==> src/rtl/sram_arb.sv <==
// -----------------------------------------------------------------------------
// sram_arb
//
// Two-master arbiter for a single SRAM-like bus. The fetch side (inst_*) is
// read-only; the load/store side (data_*) may read or write. Only one
// transaction is ever outstanding. The data side normally wins. After
// FAIR_LIMIT consecutive data grants while a fetch is waiting, the fetch
// wins once.
//
// Ports
//   clk, resetn              clock, asynchronous active-low reset
//   inst_req/inst_addr       fetch request (held until inst_addr_ok)
//   inst_addr_ok             fetch request accepted (pulse)
//   inst_data_ok/inst_rdata  fetch read data (pulse, data valid with it)
//   data_req/wr/size/wstrb/addr/wdata
//                            load/store request (held until data_addr_ok)
//   data_addr_ok             load/store request accepted (pulse)
//   data_data_ok/data_rdata  load data / store completion (pulse)
//   bus_req/wr/size/wstrb/addr/wdata
//                            shared request channel towards the slave
//   bus_addr_ok/bus_data_ok/bus_rdata
//                            slave handshakes and read data
//   busy                     high whenever a transaction is in flight
// -----------------------------------------------------------------------------
module sram_arb #(
    parameter int FAIR_LIMIT = 4
) (
    input  logic        clk,
    input  logic        resetn,

    input  logic        inst_req,
    input  logic [31:0] inst_addr,
    output logic        inst_addr_ok,
    output logic        inst_data_ok,
    output logic [31:0] inst_rdata,

    input  logic        data_req,
    input  logic        data_wr,
    input  logic [1:0]  data_size,
    input  logic [3:0]  data_wstrb,
    input  logic [31:0] data_addr,
    input  logic [31:0] data_wdata,
    output logic        data_addr_ok,
    output logic        data_data_ok,
    output logic [31:0] data_rdata,

    output logic        bus_req,
    output logic        bus_wr,
    output logic [1:0]  bus_size,
    output logic [3:0]  bus_wstrb,
    output logic [31:0] bus_addr,
    output logic [31:0] bus_wdata,
    input  logic        bus_addr_ok,
    input  logic        bus_data_ok,
    input  logic [31:0] bus_rdata,

    output logic        busy
);

    localparam int            FW       = $clog2(FAIR_LIMIT + 1);
    localparam logic [FW-1:0] FAIR_MAX = FW'(FAIR_LIMIT);

    typedef enum logic [1:0] {
        IDLE = 2'd0,
        ADDR = 2'd1,
        DATA = 2'd2
    } state_t;

    state_t        state_q,   state_d;
    logic [FW-1:0] fairCnt_q, fairCnt_d;
    logic          winInst_q, winInst_d;
    logic          wr_q,      wr_d;
    logic [1:0]    size_q,    size_d;
    logic [3:0]    wstrb_q,   wstrb_d;
    logic [31:0]   addr_q,    addr_d;
    logic [31:0]   wdata_q,   wdata_d;

    logic          grantInst;
    logic          grantData;

    // Data has priority unless the fetch side has already been passed over
    // FAIR_LIMIT times in a row.
    always_comb begin
        grantInst = inst_req && (!data_req || (fairCnt_q == FAIR_MAX));
        grantData = data_req && !grantInst;
    end

    // State register and latched request fields.
    always_ff @(posedge clk or negedge resetn) begin
        if (!resetn) begin
            state_q   <= IDLE;
            fairCnt_q <= '0;
            winInst_q <= 1'b0;
            wr_q      <= 1'b0;
            size_q    <= 2'd0;
            wstrb_q   <= 4'd0;
            addr_q    <= 32'd0;
            wdata_q   <= 32'd0;
        end else begin
            state_q   <= state_d;
            fairCnt_q <= fairCnt_d;
            winInst_q <= winInst_d;
            wr_q      <= wr_d;
            size_q    <= size_d;
            wstrb_q   <= wstrb_d;
            addr_q    <= addr_d;
            wdata_q   <= wdata_d;
        end
    end

    // Next-state logic. Request fields are captured only at arbitration so
    // later changes on the master side cannot disturb the bus transaction.
    always_comb begin
        state_d   = state_q;
        fairCnt_d = fairCnt_q;
        winInst_d = winInst_q;
        wr_d      = wr_q;
        size_d    = size_q;
        wstrb_d   = wstrb_q;
        addr_d    = addr_q;
        wdata_d   = wdata_q;

        case (state_q)
            IDLE: begin
                if (grantInst) begin
                    state_d   = ADDR;
                    fairCnt_d = '0;
                    winInst_d = 1'b1;
                    wr_d      = 1'b0;
                    size_d    = 2'd2;
                    wstrb_d   = 4'd0;
                    addr_d    = inst_addr;
                    wdata_d   = 32'd0;
                end else if (grantData) begin
                    state_d   = ADDR;
                    winInst_d = 1'b0;
                    wr_d      = data_wr;
                    size_d    = data_size;
                    wstrb_d   = data_wstrb;
                    addr_d    = data_addr;
                    wdata_d   = data_wdata;
                    // Only count data grants that made a fetch wait.
                    if (!inst_req) begin
                        fairCnt_d = '0;
                    end else if (fairCnt_q != FAIR_MAX) begin
                        fairCnt_d = fairCnt_q + FW'(1);
                    end
                end
            end
            ADDR: begin
                if (bus_addr_ok) begin
                    state_d = DATA;
                end
            end
            DATA: begin
                if (bus_data_ok) begin
                    state_d = IDLE;
                end
            end
            default: begin
                state_d = IDLE;
            end
        endcase
    end

    // Outputs. Slave handshakes are only forwarded in the phase they belong
    // to, and only to the master that owns the current transaction.
    always_comb begin
        busy         = (state_q != IDLE);
        bus_req      = 1'b0;
        bus_wr       = 1'b0;
        bus_size     = 2'd0;
        bus_wstrb    = 4'd0;
        bus_addr     = 32'd0;
        bus_wdata    = 32'd0;
        inst_addr_ok = 1'b0;
        inst_data_ok = 1'b0;
        inst_rdata   = 32'd0;
        data_addr_ok = 1'b0;
        data_data_ok = 1'b0;
        data_rdata   = 32'd0;

        case (state_q)
            ADDR: begin
                bus_req   = 1'b1;
                bus_wr    = wr_q;
                bus_size  = size_q;
                bus_wstrb = wstrb_q;
                bus_addr  = addr_q;
                bus_wdata = wdata_q;
                if (bus_addr_ok) begin
                    inst_addr_ok = winInst_q;
                    data_addr_ok = !winInst_q;
                end
            end
            DATA: begin
                if (bus_data_ok) begin
                    if (winInst_q) begin
                        inst_data_ok = 1'b1;
                        inst_rdata   = bus_rdata;
                    end else begin
                        data_data_ok = 1'b1;
                        data_rdata   = bus_rdata;
                    end
                end
            end
            default: begin
            end
        endcase
    end

endmodule

==> config.mk <==
export PLATFORM = sky130hd
export DESIGN_NAME = sram_arb
export DESIGN_NICKNAME = d
export VERILOG_FILES = /design/src/rtl/sram_arb.sv
export SDC_FILE = /design/constraint.sdc
export NUM_CORES = 1
export LEC_CHECK = 0
export ABC_AREA = 1
export CELL_PAD_IN_SITES_DETAIL_PLACEMENT = 1
export CELL_PAD_IN_SITES_GLOBAL_PLACEMENT = 1
export CORE_ASPECT_RATIO = 0.7
export CORE_UTILIZATION = 26
export CTS_CLUSTER_DIAMETER = 80
export DETAILED_ROUTE_END_ITERATION = 12
export GPL_TIMING_DRIVEN = 0
export PLACE_DENSITY_LB_ADDON = 0.1
export SLEW_MARGIN = 25
export SYNTH_ARGS = -nofsm -noshare
export SYNTH_HDL_FRONTEND = slang
export SYNTH_SLANG_ARGS = --single-unit
==> constraint.sdc <==
create_clock -name clk -period 3.4 [get_ports clk]
set_input_delay 0.68 -clock clk [delete_from_list [all_inputs] [get_ports clk]]
set_output_delay 0.68 -clock clk [all_outputs]
set_load 0.01 [all_outputs]
Word-level counts from Yosys, hierarchy flattened
Cells that the tools add are included.
Cells by class
  add/sub/neg operators: 1
  muxes and demuxes: 43
  equal/unequal tests: 8
  reductions and logical operators: 12
Operators with widths (number)
  32-bit two-way mux: 12
  1-bit two-way mux: 16
  2-bit two-way mux: 7
  3-bit two-way mux: 4
  4-bit two-way mux: 3
  3-bit != test (second input constant): 2
  2-bit case mux with 3 select lines: 1
  3-bit AND reduction: 2
  2-bit != test (second input constant): 2
  2-bit nonzero test: 2
  3-bit by 1-bit adder with 3-bit output (second input constant): 1
  3-bit equality test (second input constant): 1
  1-bit zero test: 3
  3-bit by 1-bit != test with 1-bit output (second input constant): 1
  2-bit by 1-bit equality test with 1-bit output (second input constant): 1
  2-bit equality test (second input constant): 1
  1-bit logical AND: 2
  2-bit zero test: 1
  2-bit AND reduction: 1
  1-bit logical OR: 1
Word-level totals
  input port bits: 141
  flip-flop bits (word level): 77

Longest topological paths before layout
Gate-level depths: netlist of the first run.
  depth after elaboration: 8
  depth in mapped cells: 9
  depth with buffers taken out: 8

Least setup slack after synthesis of the first run
OpenSTA, ideal clock, no wires.
  path type: in2out
  start point: input port bus_data_ok
  end point: output port inst_data_ok
  stages on the path: 3
  path slack: 1.502 ns
  arrival: 1.218 ns
  buffers on the path: 1
  cells stage by stage: nand3_1 -> clkbuf_1 -> inv_1
Between the ends
  word-level cells in the longest chain between the ends: 2
RTL lines
  start: declaration: RTL line 54  | input logic bus_data_ok,
  1-bit two-way mux: RTL line 197  | if (bus_data_ok) begin
  1-bit two-way mux: RTL line 183  | case (state_q)
  end: declaration: RTL line 34  | output logic inst_data_ok,
No other way between the ends.

Final worst setup path of the first run
  start point: input port bus_data_ok
  end point: output port inst_rdata[23]
Between the ends
  word-level cells in the longest chain between the ends: 2
RTL lines
  32-bit two-way mux: RTL line 197
  32-bit two-way mux: RTL line 183
  end: declaration: RTL line 35  | output logic [31:0] inst_rdata,
No other way between the ends.

==> results of run 1 <==
## synth_stat cells
cell type,number,share of area
nor3_1,2,0.0022
inv_2,1,0.00081
dfrtp_1,77,0.42
nand2_2,3,0.0041
o21ai_1,30,0.032
ha_1,2,0.0054
o21ai_0,11,0.012
nand3_1,106,0.11
inv_1,181,0.15
nand2_1,108,0.088
buf_4,1,0.0016
clkbuf_1,11,0.0089
buf_2,23,0.025
nor2_8,1,0.0043
nor2_4,1,0.0024
nor2_1,138,0.11
o22ai_1,3,0.0041
buf_6,8,0.019
## per-stage QoR
stage	instances	worst slack [ns]	total power [mW]
2_1_floorplan	707	1.502	3.053
3_3_place_gp	1218	-1.455	4.452
3_5_place_dp	1219	0.2249	4.513
4_1_cts	1235	0.2133	5.541
5_1_grt	1235	0.1265	5.905
6_report	1236	0.2361	5.442
## logic make-up after synthesis
| group | count (synthesis) | share of synthesized area |
|---|---|---|
| AND/OR/NAND/NOR | 359 | 0.3272 |
| buffers and inverters | 225 | 0.2025 |
| flip-flops | 77 | 0.4164 |
| AO/OA/AOI/OAI | 44 | 0.04840 |
| adder cells (fa/ha/maj) | 2 | 0.005407 |
## worst max-delay path: cells and delay by family
| family | cells | cell delay [ns] |
|---|---|---|
| buf+inv | 3 | 1.40 |
| simple gates | 2 | 0.40 |
## worst min-delay path by stage
stage	to	slack (ns)	depth (start not counted)
after floorplan	addr_q[0]$_DFFE_PN0P_	0.38	0
after global placement	addr_q[22]$_DFFE_PN0P_	0.46	2
after detailed placement	addr_q[25]$_DFFE_PN0P_	0.47	2
after CTS	wdata_q[5]$_DFFE_PN0P_	0.18	1
after global routing	wdata_q[5]$_DFFE_PN0P_	0.18	1
final	wdata_q[5]$_DFFE_PN0P_	0.18	1
## registers in the layout (all words and copies together) (netlist names)
signal	cells
wdata_q	32
wstrb_q	4
size_q	2
fairCnt_q	3
state_q	2
winInst_q	1
addr_q	32
wr_q	1
## area by class of cell
cell class	instances	area, µm²	area share
timing repair buffer	281	2831	0.3518
sequential	77	1927	0.2394
multi-input combinational	405	1763	0.2190
inverter	182	683.2	0.08487
tap	231	289.0	0.03591
buffer	43	254.0	0.03156
clock buffer	10	229.0	0.02845
clock inverter	6	70.07	0.008705
antenna	1	2.502	0.0003109
## power groups by stage
| stage | Sequential, mW | Clock (mW) | Combinational [mW] |
|---|---|---|---|
| 6_report | 1.52 | 0.986 | 2.94 |
| 5_1_grt | 1.56 | 1.07 | 3.27 |
| 4_1_cts | 1.52 | 1.02 | 3.00 |
| 3_5_place_dp | 1.53 | 0 | 2.98 |
| 3_3_place_gp | 1.52 | 0 | 2.94 |
| 2_1_floorplan | 1.48 | 0 | 1.57 |
## metal layers
layer / share of wire / vias to the layer above
met5: 0 / -
met2: 0.44 / 134
met1: 0.49 / 2379
met4: 0.0045 / 0
li1: - / 2648
met3: 0.065 / 6
==> flow_results.org, run 1 <==
** Floorplanning
- Die Wd :: 161.4 µm
- The die is 113.6 µm tall.
- The die covers 18,340 µm².
- The initialized floorplan defines 40 standard-cell rows.
- During I/O placement, the number of pins put on the boundary was 282.
- For this configuration, the core starts out at a cell density of 0.2680.
- Core outline area :: 17,270 µm²

** Clocking
- In this run, CTS created clock tree buffers numbering 9.
- After clock tree synthesis, the clock-pin slew on the worst setup and hold paths is 0.07 ns.
- PostCTS Resize Cnt :: 0
- Maximum level of the CTS H-tree :: 3
- Clock insertion delay at the later pin of the skew report :: 0.34 ns
- TritonCTS built the clock tree.
- After clock tree synthesis, the setup repair step added 0 buffers.
- Buffer type at the clock tree root :: clkbuf_16
- The clock passes through at most 2 buffers.
- Number of hold buffers added after CTS :: 0
- The clock net in this run drives a total of 77 sinks.

** Drt
- Number of detailed-route iterations in the first pass :: 4
- In the final routed layout, each cell accounts on average for 14.71 µm.
- After detailed routing, the number of vias per cell comes to 4.180.
- Vias after detailed routing :: 5,167
- Wire length reported by the detailed router :: 18,180 µm
- Post-route DRC :: 0
- First DRT Iteration DRCs :: 250
- In this run the remaining antenna-violating nets after routing total 0.

** GRT
- GRT met3 Usage :: 0.05418
- For met2 alone, demand over resource in global routing was 0.2989.
- The total overflow left after global routing is 0.
- Across every metal layer, demand over resource in global routing totals 0.2004.
- The layer flagged by global routing as most heavily used is met2.
- Entering global routing, the biggest net connects 56 pins.
- The number of antenna violations at the first check in global routing is 0.
- In the global route stage, met1 resource usage came out at 0.2927.
- Wire length of the first global-routing pass :: 28,640 µm
- Vias in the first global route :: 5,190

** Pwr
- Net Sw Power :: 2.192 mW
- Sequential group share of total power :: 0.279
- Power Density :: 676.1 nW/µm²
- Of the total power, the share spent switching nets is 0.4028.
- Peak ir drop on the vdd network :: 295.7 µV
- The share of total power dissipated in combinational logic is 0.540.
- For this design the static power due to leakage is 3.998 nW.
- Relative contribution of the clock network to total power :: 0.181
- Internal power component :: 3.250 mW

** Logic synthesis
- Warnings from Yosys :: 0
- Counting every instance in the synthesized netlist gives 707.
- Synth Net Count :: 850
- Mapped cell area :: 4627 µm²
- Share of the yosys chip area belonging to registers :: 0.4164
- Synthesized area per cell :: 6.544 µm²
- Distinct cell type count of the synthesized netlist :: 18
- After synthesis the netlist holds a flip-flop and latch count of 77.

** Worst setup path
- Kind of end point of the critical path :: output pin
- Critical Path End :: inst_rdata[23]
- Largest driver fanout on the critical path :: 10
- Reg-to-Reg Start :: fairCnt_q[0]$_DFFE_PN0P_
- Register-to-register path setup slack :: 1.69 ns
- CP Cell Sequence :: clkdlybuf4s50_1 -> nand3_1 -> clkbuf_1 -> nor2_1 -> clkdlybuf4s50_1
- Kind of start point of the critical path :: primary input
- At the worst endpoint, the arrival time is 2.48 ns.
- For the worst setup path, the data required time is 2.72 ns.
- The worst register-to-register path ends at addr_q[12]$_DFFE_PN0P_.
- On the worst path, the slowest cell contributes a delay of 0.57 ns.
- The most critical setup path has its startpoint at bus_data_ok.
- The critical path in this run is classified as primary input to output pin.
- Cells on worst reg2reg path :: 9
- The slowest stage of the critical path belongs to the cell clkdlybuf4s50_1.
- Among the stages of the critical path, the cell type that occurs most often is clkdlybuf4s50_1.

** Placed design
- Port-buffer cells :: 280
- Detail Placement HPWL :: 14,290 µm
- Once placement finished, the instance area stood at 7747 µm².
- The congestion estimate from routability-driven global placement came to 0.7360.

** Timing
- Setup total negative slack on the finished layout was measured at 0 ns.
- Remaining max-slew budget at the tightest pin :: 0.6158
- Setup skew after layout :: 0.01324 ns
- Setup repair after global routing left no endpoint under its margin.
- Period utilisation layout :: 0.9306
- Minimum hold slack :: 0.1834 ns
- The final count of pins violating max slew came to 0.
- Fmax :: 316.1 MHz
- At the pin with the least slew margin, the transition time is 0.5763 ns.
- After layout, the minimum clock period comes to 3.164 ns.
- The final-report hold violation count came to 0.
- Setup violations remaining at the end of the flow were counted as 0.

** Layout
- Number of fill cells :: 2,199
- Area added between synthesis and finish :: 73.96%
- Most common library cell in the layout ignoring fill and taps :: clkdlybuf4s50_1
- Final net count :: 1,142
- Utilization after layout :: 0.4662
- Layout cell share with drive strength beyond 1 :: 0.05478
- Most used cells in the layout excluding fill and tap cells :: 279 x clkdlybuf4s50_1, 181 x inv_1, 138 x nor2_1, 108 x nand2_1, 106 x nand3_1
- With fillers left out, the area of the finished cells amounts to 8049 µm².

** Run
- The tool flagged a number of max-cap violations equal to 0.

** Worst hold path
- Worst min-delay path class :: primary input to asynchronous set/reset pin

** Run status
- Status :: completed
Power figures use the tool's default switching activity.
==> run 2, diff against run 1 <==
- RECOVER_POWER: default -> 50
==> flow_results.org, run 2 (synthesis results as in run 1) <==
** Clocking
- The depth of the CTS H-tree was 3 (unchanged).
- The post-cts sizing count came to 0 (unchanged).
- The clock network latency to the later pin of the worst-skew pair is 0.34 ns (about the same).
- CTS tree :: done
- Deepest clock path buffer count :: 2 (unchanged)
- The TritonCTS buffer count was 9 (unchanged).
- Clock transition at path regs :: 0.06 ns (about the same)
- The number of clock sinks is 77 (unchanged).
- Clock tree synthesis selected as its root buffer the cell clkbuf_16.
- The number of post-CTS setup repair buffers was 0 (unchanged).
- Number of hold buffers added after CTS :: 0 (unchanged)

** Timing
- Fmax :: 316.7 MHz (+0.20%)
- Least-Margin Pin Slew :: 1.430 ns (+0.8540 ns)
- The setup total negative slack came to 0 ns (unchanged).
- RSZ-0062 raised after global routing :: false
- The portion of the clock cycle consumed by the worst path in the final layout was 0.9287 (-0.001846).
- The count of endpoints failing setup in the final report came to 0 (unchanged).
- Final Slew Violations :: 0 (unchanged)
- The clock period minus worst slack was 3.158 ns (-0.006276 ns).
- The remaining max-slew budget at the tightest pin came to 0.04652 (-0.5693).
- Setup skew after layout :: 0.01263 ns (-0.0006166 ns)
- The final-report hold violation count was 0 (unchanged).

** Layout
- Number of fill cells :: 2,213 (+0.64%)
- Storage element area :: 1927 µm² (unchanged)
- Registers with the highest flip-flop counts :: addr_q x32, wdata_q x32, wstrb_q x4
- The number of non-filler instances in the completed layout is 1,235 (-0.081%).
- In the layout the commonest cells are 278 x clkdlybuf4s50_1, 181 x inv_1, 139 x nor2_1, 110 x nand2_1, 106 x nand3_1.
- The count of inserted antenna diode cells came to 0 (-1).
- Area occupied by multi-input gates :: 1742 µm² (-1.2%)
- Area added between synthesis and finish :: 71.39%
- Layout cell share with drive strength beyond 1 :: 0.03884 (-0.01594)
- Final net count :: 1,142 (unchanged)
- Most common library cell in the layout ignoring fill and taps :: clkdlybuf4s50_1
- Final instance area :: 7930 µm² (-1.5%)

** GRT
- The number of antenna violations at the first check in global routing came to 0 (unchanged).
- Overflow left after global routing :: 0 (unchanged)
- The total global-route track usage came to 0.2004 (unchanged).
- The largest net degree at the start of global routing came to 56 (unchanged).
- The first-pass GRT wire length was 28,640 µm (unchanged).
- The number of global-route vias before repair was 5,190 (unchanged).

** Worst setup path
- Worst Path Required :: 2.72 ns (about the same)
- Class of the most critical setup path :: primary input to output pin
- In this run the critical register-to-register path is captured at addr_q[12]$_DFFE_PN0P_.
- Data arrival at the endpoint of the critical path :: 2.48 ns (about the same)
- The depth of the worst register-to-register path came to 7 (-2).
- Kind of start point of the critical path :: primary input
- Reg-to-Reg Start :: state_q[1]$_DFFE_PN0P_
- STA classifies the critical path endpoint as an output pin.
- Register-to-register path setup slack :: 1.19 ns (-0.50 ns)
- Largest driver fanout on the critical path :: 10 (unchanged)

** Floorplanning
- The overall die area was 18,340 µm² (unchanged).
- The row count was 40 (unchanged).
- The starting utilization of the core area was 0.2680 (unchanged).
- Die Wd :: 161.4 µm (unchanged)
- The y dimension of the die came to 113.6 µm (unchanged).
- The core area was 17,270 µm² (unchanged).
- Number of I/O pins :: 282 (unchanged)

** Worst hold path
- In this run the worst hold path is classified as flip-flop to flip-flop.
- The startpoint identified for the worst hold timing path is addr_q[25]$_DFFE_PN0P_.
- Worst hold path endpoint :: addr_q[25]$_DFFE_PN0P_
- Number of cells traversed by the worst hold path :: 2

** Drt
- Number of antenna-violating nets in the routed design :: 0 (unchanged)
- The final routed wirelength across all metal layers came to 18,190 µm (about the same).
- Via count normalized by instance count :: 4.178 (about the same)
- First DRT Iteration DRCs :: 280 (+12%)
- Routed WL per cell :: 14.73 µm (+0.15%)
- The routed via count is 5,160 (-0.14%).
- The number of DRC violations after detailed routing was 0 (unchanged).
- Number of detailed-route iterations in the first pass :: 4 (unchanged)

** Run status
- The run finished with clean final reports.

** Placed design
- Port-buffer cells :: 280 (unchanged)
- Final RePlAce weighted congestion :: 0.7360 (unchanged)
- Detail Placement HPWL :: 14,290 µm (unchanged)
- The cell area after placement was 7747 µm² (unchanged).
- Number of cells after detailed placement :: 1,219 (unchanged)

** Pwr
- Power Density :: 668.5 nW/µm² (-1.1%)
- The leakage component of the power came to 3.928 nW (-1.7%).
- The maximum resistive drop on vdd is 291.0 µV (-1.6%).

** Run
- Max capacitance violation total :: 0 (unchanged)
## run 2: layout make-up
| class | instances | area share |
|---|---|---|
| flip-flops and latches | 77 | 0.2430 |
| inverters | 182 | 0.08615 |
| plain buffers | 43 | 0.02382 |
| repair buffers | 281 | 0.3533 |
| clock buffers | 10 | 0.02887 |
| multi-input cells | 405 | 0.2196 |
| clock inverters | 6 | 0.008836 |
| well taps | 231 | 0.03645 |
## run 2: worst max-delay path by stage
stage | from | to | depth (start not counted)
3_3_place_gp | resetn | addr_q[5]$_DFFE_PN0P_ | 1
4_1_cts | bus_data_ok | inst_rdata[23] | 5
3_5_place_dp | bus_data_ok | inst_rdata[23] | 5
2_1_floorplan | bus_data_ok | inst_data_ok | 3
5_1_grt | bus_data_ok | inst_rdata[23] | 5
6_report | bus_data_ok | inst_rdata[22] | 5
## run 2: power by group
group | switching [mW] | internal [mW] | total, mW
clock network | 0.414 | 0.575 | 0.989
logic | 1.57 | 1.23 | 2.80
registers | 0.173 | 1.34 | 1.52
total | 2.15 | 3.15 | 5.30
## run 2: worst max-delay path, cell delays in order
cell and delay (ns):
clkdlybuf4s50_1 0.50, nand3_1 0.24, clkbuf_1 0.32, nor2_1 0.15, clkdlybuf4s50_1 0.58
## run 2: stage by stage
| step | setup slack, ns | total power, mW | hold WS [ns] | utilization |
|---|---|---|---|---|
| finish | 0.2424 | 5.302 | 0.4779 | 0.4593 |
| global route | 0.1265 | 5.767 | 0.4934 | 0.4593 |
| floorplan | 1.502 | 3.053 | 0.3844 | - |
| CTS | 0.2133 | 5.541 | 0.1834 | 0.4660 |
| global placement | -1.455 | 4.452 | 0.4635 | 0.4470 |
| detailed placement | 0.2249 | 4.513 | 0.4678 | 0.4487 |
## run 2: per-layer routing
layer	wire length (µm)	GRT usage	vias up
met5	0	0	-
met3	1151	0.05418	6
met4	81	0.03019	0
met1	9033	0.2927	2375
li1	-	-	2648
met2	7927	0.2989	131
